File: src/rtl/chip_spi_resp.sv
// chip_spi_resp: serial command receiver, ADC conversion handshake and
// serial result transmitter towards the FPGA.
// Ports: clk, rst (async, active high); command side spi_so2chip_flag,
//   dout_2_chip; result side spi_fpga_wait, spi_si4chip_ena, din_4_chip;
//   converter adc_done, adc_data, adc_start; decoded pixel_select,
//   rotate_flag, adc_int_flag; status cmd_valid, frame_err, busy.
// Optional macro CONV_TIMEOUT_EN: abandon a conversion after TIMEOUT_CYC
//   cycles and send the sentinel word instead.
module chip_spi_resp #(
    parameter int WORD_WIDTH   = 18,
    parameter int ADDR_WIDTH   = 8,
    parameter int ROTAT_LOCA   = 17,
    parameter int ADC_INT_LOCA = 16,
    parameter int ADC_BITS     = 18,
    parameter int TIMEOUT_CYC  = 255
) (
    input  logic                  clk,
    input  logic                  rst,
    input  logic                  spi_so2chip_flag,
    input  logic                  dout_2_chip,
    input  logic                  spi_fpga_wait,
    input  logic                  adc_done,
    input  logic [ADC_BITS-1:0]   adc_data,
    output logic                  spi_si4chip_ena,
    output logic                  din_4_chip,
    output logic [ADDR_WIDTH-1:0] pixel_select,
    output logic                  rotate_flag,
    output logic                  adc_int_flag,
    output logic                  cmd_valid,
    output logic                  frame_err,
    output logic                  adc_start,
    output logic                  busy
);

    typedef enum logic [2:0] {
        IDLE, RX_LEAD, RX_SHIFT, CONVERT, WAIT_RDY, TX_SHIFT
    } state_t;

    localparam int MAX_A = (WORD_WIDTH > ADC_BITS) ? WORD_WIDTH : ADC_BITS;
    localparam int MAX_C = (MAX_A > TIMEOUT_CYC) ? MAX_A : TIMEOUT_CYC;
    localparam int CNT_W = $clog2(MAX_C + 1);
`ifdef CONV_TIMEOUT_EN
    localparam logic [ADC_BITS-1:0] SENTINEL = ADC_BITS'(18'h2AAAA);
`endif

    state_t                  state, state_d;
    logic                    armed, armed_d;
    logic [CNT_W-1:0]        cnt, cnt_d;
    logic [WORD_WIDTH-2:0]   shreg, shreg_d;
    logic [ADC_BITS-1:0]     result, result_d;
    logic                    conv_first, conv_first_d;
    logic                    ena_d, din_d;
    logic [ADDR_WIDTH-1:0]   pix_d;
    logic                    rot_d, int_d;
    logic                    cv_d, fe_d, start_d, busy_d;
    logic [WORD_WIDTH-1:0]   word;

    always_comb begin
        state_d      = state;
        armed_d      = armed;
        cnt_d        = cnt;
        shreg_d      = shreg;
        result_d     = result;
        conv_first_d = conv_first;
        ena_d        = spi_si4chip_ena;
        din_d        = din_4_chip;
        pix_d        = pixel_select;
        rot_d        = rotate_flag;
        int_d        = adc_int_flag;
        cv_d         = 1'b0;
        fe_d         = 1'b0;
        start_d      = 1'b0;
        word         = {shreg, dout_2_chip};
        unique case (state)
            IDLE: begin
                // A frame may only start once the flag was seen low here.
                if (!spi_so2chip_flag) begin
                    armed_d = 1'b1;
                end else if (armed) begin
                    armed_d = 1'b0;
                    state_d = RX_LEAD;
                end
            end
            RX_LEAD: begin
                if (!spi_so2chip_flag) begin
                    state_d = IDLE;
                end else begin
                    state_d = RX_SHIFT;
                    cnt_d   = '0;
                end
            end
            RX_SHIFT: begin
                if (!spi_so2chip_flag) begin
                    fe_d    = 1'b1;
                    state_d = IDLE;
                end else begin
                    shreg_d = word[WORD_WIDTH-2:0];
                    cnt_d   = cnt + 1'b1;
                    if (cnt == CNT_W'(WORD_WIDTH - 1)) begin
                        pix_d        = word[ADDR_WIDTH-1:0];
                        rot_d        = word[ROTAT_LOCA];
                        int_d        = word[ADC_INT_LOCA];
                        cv_d         = 1'b1;
                        cnt_d        = '0;
                        conv_first_d = 1'b1;
                        state_d      = CONVERT;
                    end
                end
            end
            CONVERT: begin
                // adc_done is ignored while the start pulse is issued.
                if (conv_first) begin
                    start_d      = 1'b1;
                    conv_first_d = 1'b0;
`ifdef CONV_TIMEOUT_EN
                    cnt_d        = cnt + 1'b1;
`endif
                end else if (adc_done) begin
                    result_d = adc_data;
                    state_d  = WAIT_RDY;
`ifdef CONV_TIMEOUT_EN
                end else if (cnt == CNT_W'(TIMEOUT_CYC - 1)) begin
                    result_d = SENTINEL;
                    state_d  = WAIT_RDY;
                end else begin
                    cnt_d = cnt + 1'b1;
`endif
                end
            end
            WAIT_RDY: begin
                if (spi_fpga_wait) begin
                    ena_d    = 1'b1;
                    din_d    = result[ADC_BITS-1];
                    result_d = {result[ADC_BITS-2:0], 1'b0};
                    cnt_d    = '0;
                    state_d  = TX_SHIFT;
                end
            end
            TX_SHIFT: begin
                // MSB already on the line; cnt counts bits after it.
                if (cnt == CNT_W'(ADC_BITS - 1)) begin
                    ena_d   = 1'b0;
                    din_d   = 1'b0;
                    state_d = IDLE;
                end else begin
                    din_d    = result[ADC_BITS-1];
                    result_d = {result[ADC_BITS-2:0], 1'b0};
                    cnt_d    = cnt + 1'b1;
                end
            end
            default: state_d = IDLE;
        endcase
        busy_d = (state_d != IDLE);
    end

    always_ff @(posedge clk or posedge rst) begin
        if (rst) begin
            state           <= IDLE;
            armed           <= 1'b0;
            cnt             <= '0;
            shreg           <= '0;
            result          <= '0;
            conv_first      <= 1'b0;
            spi_si4chip_ena <= 1'b0;
            din_4_chip      <= 1'b0;
            pixel_select    <= '0;
            rotate_flag     <= 1'b0;
            adc_int_flag    <= 1'b0;
            cmd_valid       <= 1'b0;
            frame_err       <= 1'b0;
            adc_start       <= 1'b0;
            busy            <= 1'b0;
        end else begin
            state           <= state_d;
            armed           <= armed_d;
            cnt             <= cnt_d;
            shreg           <= shreg_d;
            result          <= result_d;
            conv_first      <= conv_first_d;
            spi_si4chip_ena <= ena_d;
            din_4_chip      <= din_d;
            pixel_select    <= pix_d;
            rotate_flag     <= rot_d;
            adc_int_flag    <= int_d;
            cmd_valid       <= cv_d;
            frame_err       <= fe_d;
            adc_start       <= start_d;
            busy            <= busy_d;
        end
    end

endmodule

File: config.mk
export PLATFORM = sky130hd
export DESIGN_NAME = chip_spi_resp
export DESIGN_NICKNAME = d
export VERILOG_FILES = /design/src/rtl/chip_spi_resp.sv
export SDC_FILE = /design/constraint.sdc
export NUM_CORES = 1
export LEC_CHECK = 0
export CORE_MARGIN = 3
export CORE_UTILIZATION = 46
export CTS_CLUSTER_SIZE = 12
export DETAILED_ROUTE_END_ITERATION = 10
export GPL_TIMING_DRIVEN = 0
export PLACE_DENSITY = 0.7
export SYNTH_ARGS = -nofsm -noshare
export SYNTH_HDL_FRONTEND = slang
export SYNTH_SLANG_ARGS = --single-unit
File: constraint.sdc
create_clock -name clk -period 2 [get_ports clk]
set_input_delay 0.3 -clock clk [delete_from_list [all_inputs] [get_ports clk]]
set_output_delay 0.3 -clock clk [all_outputs]
set_load 0.02 [all_outputs]
==> reports/qor.yml <==
run_status:
  status: "finished, violations left"
  violations: "negative setup slack"
floorplanning:
  dieArea_um2: 7750
  rows: 29
  ioPinCount: 40
  die_h_um: 88.1
  placeableCoreArea_um2: 6420
  die_x_um: 88.1
  initial_utilization: 0.482
logic_synthesis:
  synth.distinct_cells: 46
  async_reset_ff_frac: 1.00
  ys.flop_type: "dfrtp_1"
  synth-seq-cells: 64
  yosys.area.top_type: "dfrtp_1"
  yosys-top-cells-area: "dfrtp_1 52%, mux2_2 12%, nand2_1 7.0%"
  syn_nets: 302
  synth_edf_count: 0
  synth-seq-area-share: 0.517
  synth.top_cell.area_share: 0.517
  synth_cells: 276
  syn_area_um2: 3100
  avgSynthCellArea_um2: 11.2
  yosys_warnings: 0
global_routing:
  grt_max_degree: 38
  grt_usage: 0.170
  grt_antenna_before_repair: 0
  first_global_vias: 2160
  grt-ovfl-total: 0
  grt_pass1_wl_um: 10100
worst_setup_path:
  timing.rr.start: "cnt[6]$_DFFE_PP0P_"
  cp_max_fo: 5
  critPathCapture: "result[16]$_DFFE_PP0P_"
  cpPeakStageDelay_ns: 0.58
  crit_buf_inv: 2
  critical_path_class: "flip-flop to flip-flop"
  end_kind: "flip-flop"
  worst-path-stages: 6
  cpLargestDelayFamily: "simple AND/OR/NAND/NOR gates"
  path_cells: "or4b_4 > nor3_4 > o32a_4 > buf_8 > clkbuf_16 > mux2_4"
  critPathLaunch: "cnt[6]$_DFFE_PP0P_"
  r2r_cells: 6
  cp_data_required_time_ns: 2.22
  critical_path.slowest_cell: "or4b_4"
  reg2reg_slack_ns: -0.11
  startpoint_type: "flip-flop"
  worstReg2RegEnd: "result[16]$_DFFE_PP0P_"
  worstPathArrival_ns: 2.33
routing:
  first_pass_iters: 4
  avgViaCountPerCell: 5.45
  wl_um: 6410
  ant_nets: 0
  drtIter0Drc: 115
  dr_total_vias: 2306
  wl_per_cell_um: 15.2
  drc_errors: 0
power_and_ir_drop:
  cellPowerDensity_nw_per_um2: 1070
  p_leak_uw: 0.00193
  vdd_drop_max_v: 0.000683
  finalPower_uw: 4320
finish:
  final_cells: 423
  fillCellCount: 530
  finish.utilization: 0.627
  areaGrowthSynthToFinish_pct: 29.9
  nNetsFinal: 367
  diodes: 0
  drive_gt1_frac: 0.286
  mostFrequentLayoutCell: "dfrtp_1"
  final_cell_mix: "63 x dfrtp_1, 58 x nand2_1, 39 x clkdlybuf4s50_1"
timing:
  skew_ns: 0.00792
  worst_pin_slew_ns: 0.622
  max_slew_margin: 0.585
  hold_violations: 0
  post-route-min-period_ns: 2.11
  whs_ns: 0.354
  finalCritPeriodShare: 1.05
  slew_violations: 0
  grt_setup_unrepaired: "yes"
  worst_slack_ns: -0.106
  max_freq_mhz: 475
  setup_viol: 17
place:
  dp_cells: 393
  place_congestion: 0.812
  port_buffers: 39
  dp_hpwl_um: 4090
clock_tree:
  numClockSinks: 64
  cts_tree: "done"
  cts_buffers: 9
  postCtsHoldBufs: 0
  clock_latency_ns: 0.34
  clock_path_buffers: 2
  cts-root-buf: "clkbuf_8"
  clk_pin_slew_ns: 0.07
  htree_num_levels: 3
worst_hold_path:
  holdCritPathClass: "input port to async pin"
run:
  maxCapViolCount: 0
registers in the layout (all words and copies together) (netlist names):
register / flops
adc_int_flag: 1
shreg: 17
state: 3
busy: 1
rotate_flag: 1
cmd_valid: 1
frame_err: 1
pixel_select: 8
armed: 1
cnt: 8
result: 18
conv_first: 1
adc_start: 1
din_4_chip: 1
spi_si4chip_ena: 1
cells in the mapped netlist, drive strengths merged (5+ instances only):
cell	number
o211ai	7
inv	7
nand2	58
buf	7
mux2	43
nor2	6
nor3	5
clkbuf	8
o21ai	14
nand3	8
dfrtp	64
layer usage:
metal	share of wire	track usage	up-vias
met5	0	0	-
met4	0.022	0.0893	0
met3	0.036	0.0405	14
met2	0.48	0.257	48
met1	0.47	0.228	1135
li1	-	-	1109
where the power goes:
| group | internal (uW) | switching [uW] | leakage [uW] |
|---|---|---|---|
| clock network | 476 | 483 | 0.0000899 |
| logic | 874 | 693 | 0.00101 |
| registers | 1600 | 202 | 0.000839 |
metrics by stage:
stage          TNS (ns)  setup WS, ns  instance area [um2]
2_1_floorplan    -0.246       -0.0274                 3100
3_5_place_dp      -9.53        -0.481                 3610
6_report          -1.23        -0.106                 4020
4_1_cts          -0.462       -0.0604                 3840
3_3_place_gp     -73.77         -1.02                 3590
5_1_grt           -2.26        -0.157                 4020
area by class of cell:
type                       count  area, um2  share of cell area
tap                           77       96.3              0.0239
multi-input combinational    190       1460               0.363
clock inverter                 4       20.0             0.00498
timing repair buffer          54        563               0.140
sequential                    64       1600               0.398
clock buffer                  12        145              0.0361
inverter                       7       26.3             0.00653
buffer                        15        108              0.0267
cell families (layout without fill, tap and decap cells):
family          Yosys count  in the layout  synth area share
compound gates           38             38            0.0836
fa+ha+maj                 2              2           0.00808
buf+inv                  22             92            0.0380
flops                    64             64             0.517
mux                      47             47             0.180
simple gates            103            103             0.173
timing repair:
action                                  in CTS  in global routing
resized for setup                            7                 22
pin swaps                                    1                  0
cloned                                       0                  2
endpoints found under the setup margin      33                 26
buffers inserted                             6                  6
worst min-delay path by stage:
stage	cells past startpoint	slack (ns)	endpoint
after CTS	2	0.37	result[2]$_DFFE_PP0P_
after global placement	2	0.45	shreg[12]$_DFFE_PP0P_
final	2	0.35	result[2]$_DFFE_PP0P_
after floorplan	2	0.41	shreg[0]$_DFFE_PP0P_
after detailed placement	2	0.46	shreg[12]$_DFFE_PP0P_
after global routing	2	0.41	result[2]$_DFFE_PP0P_
Note: power is estimated with default switching activity, not from simulation.
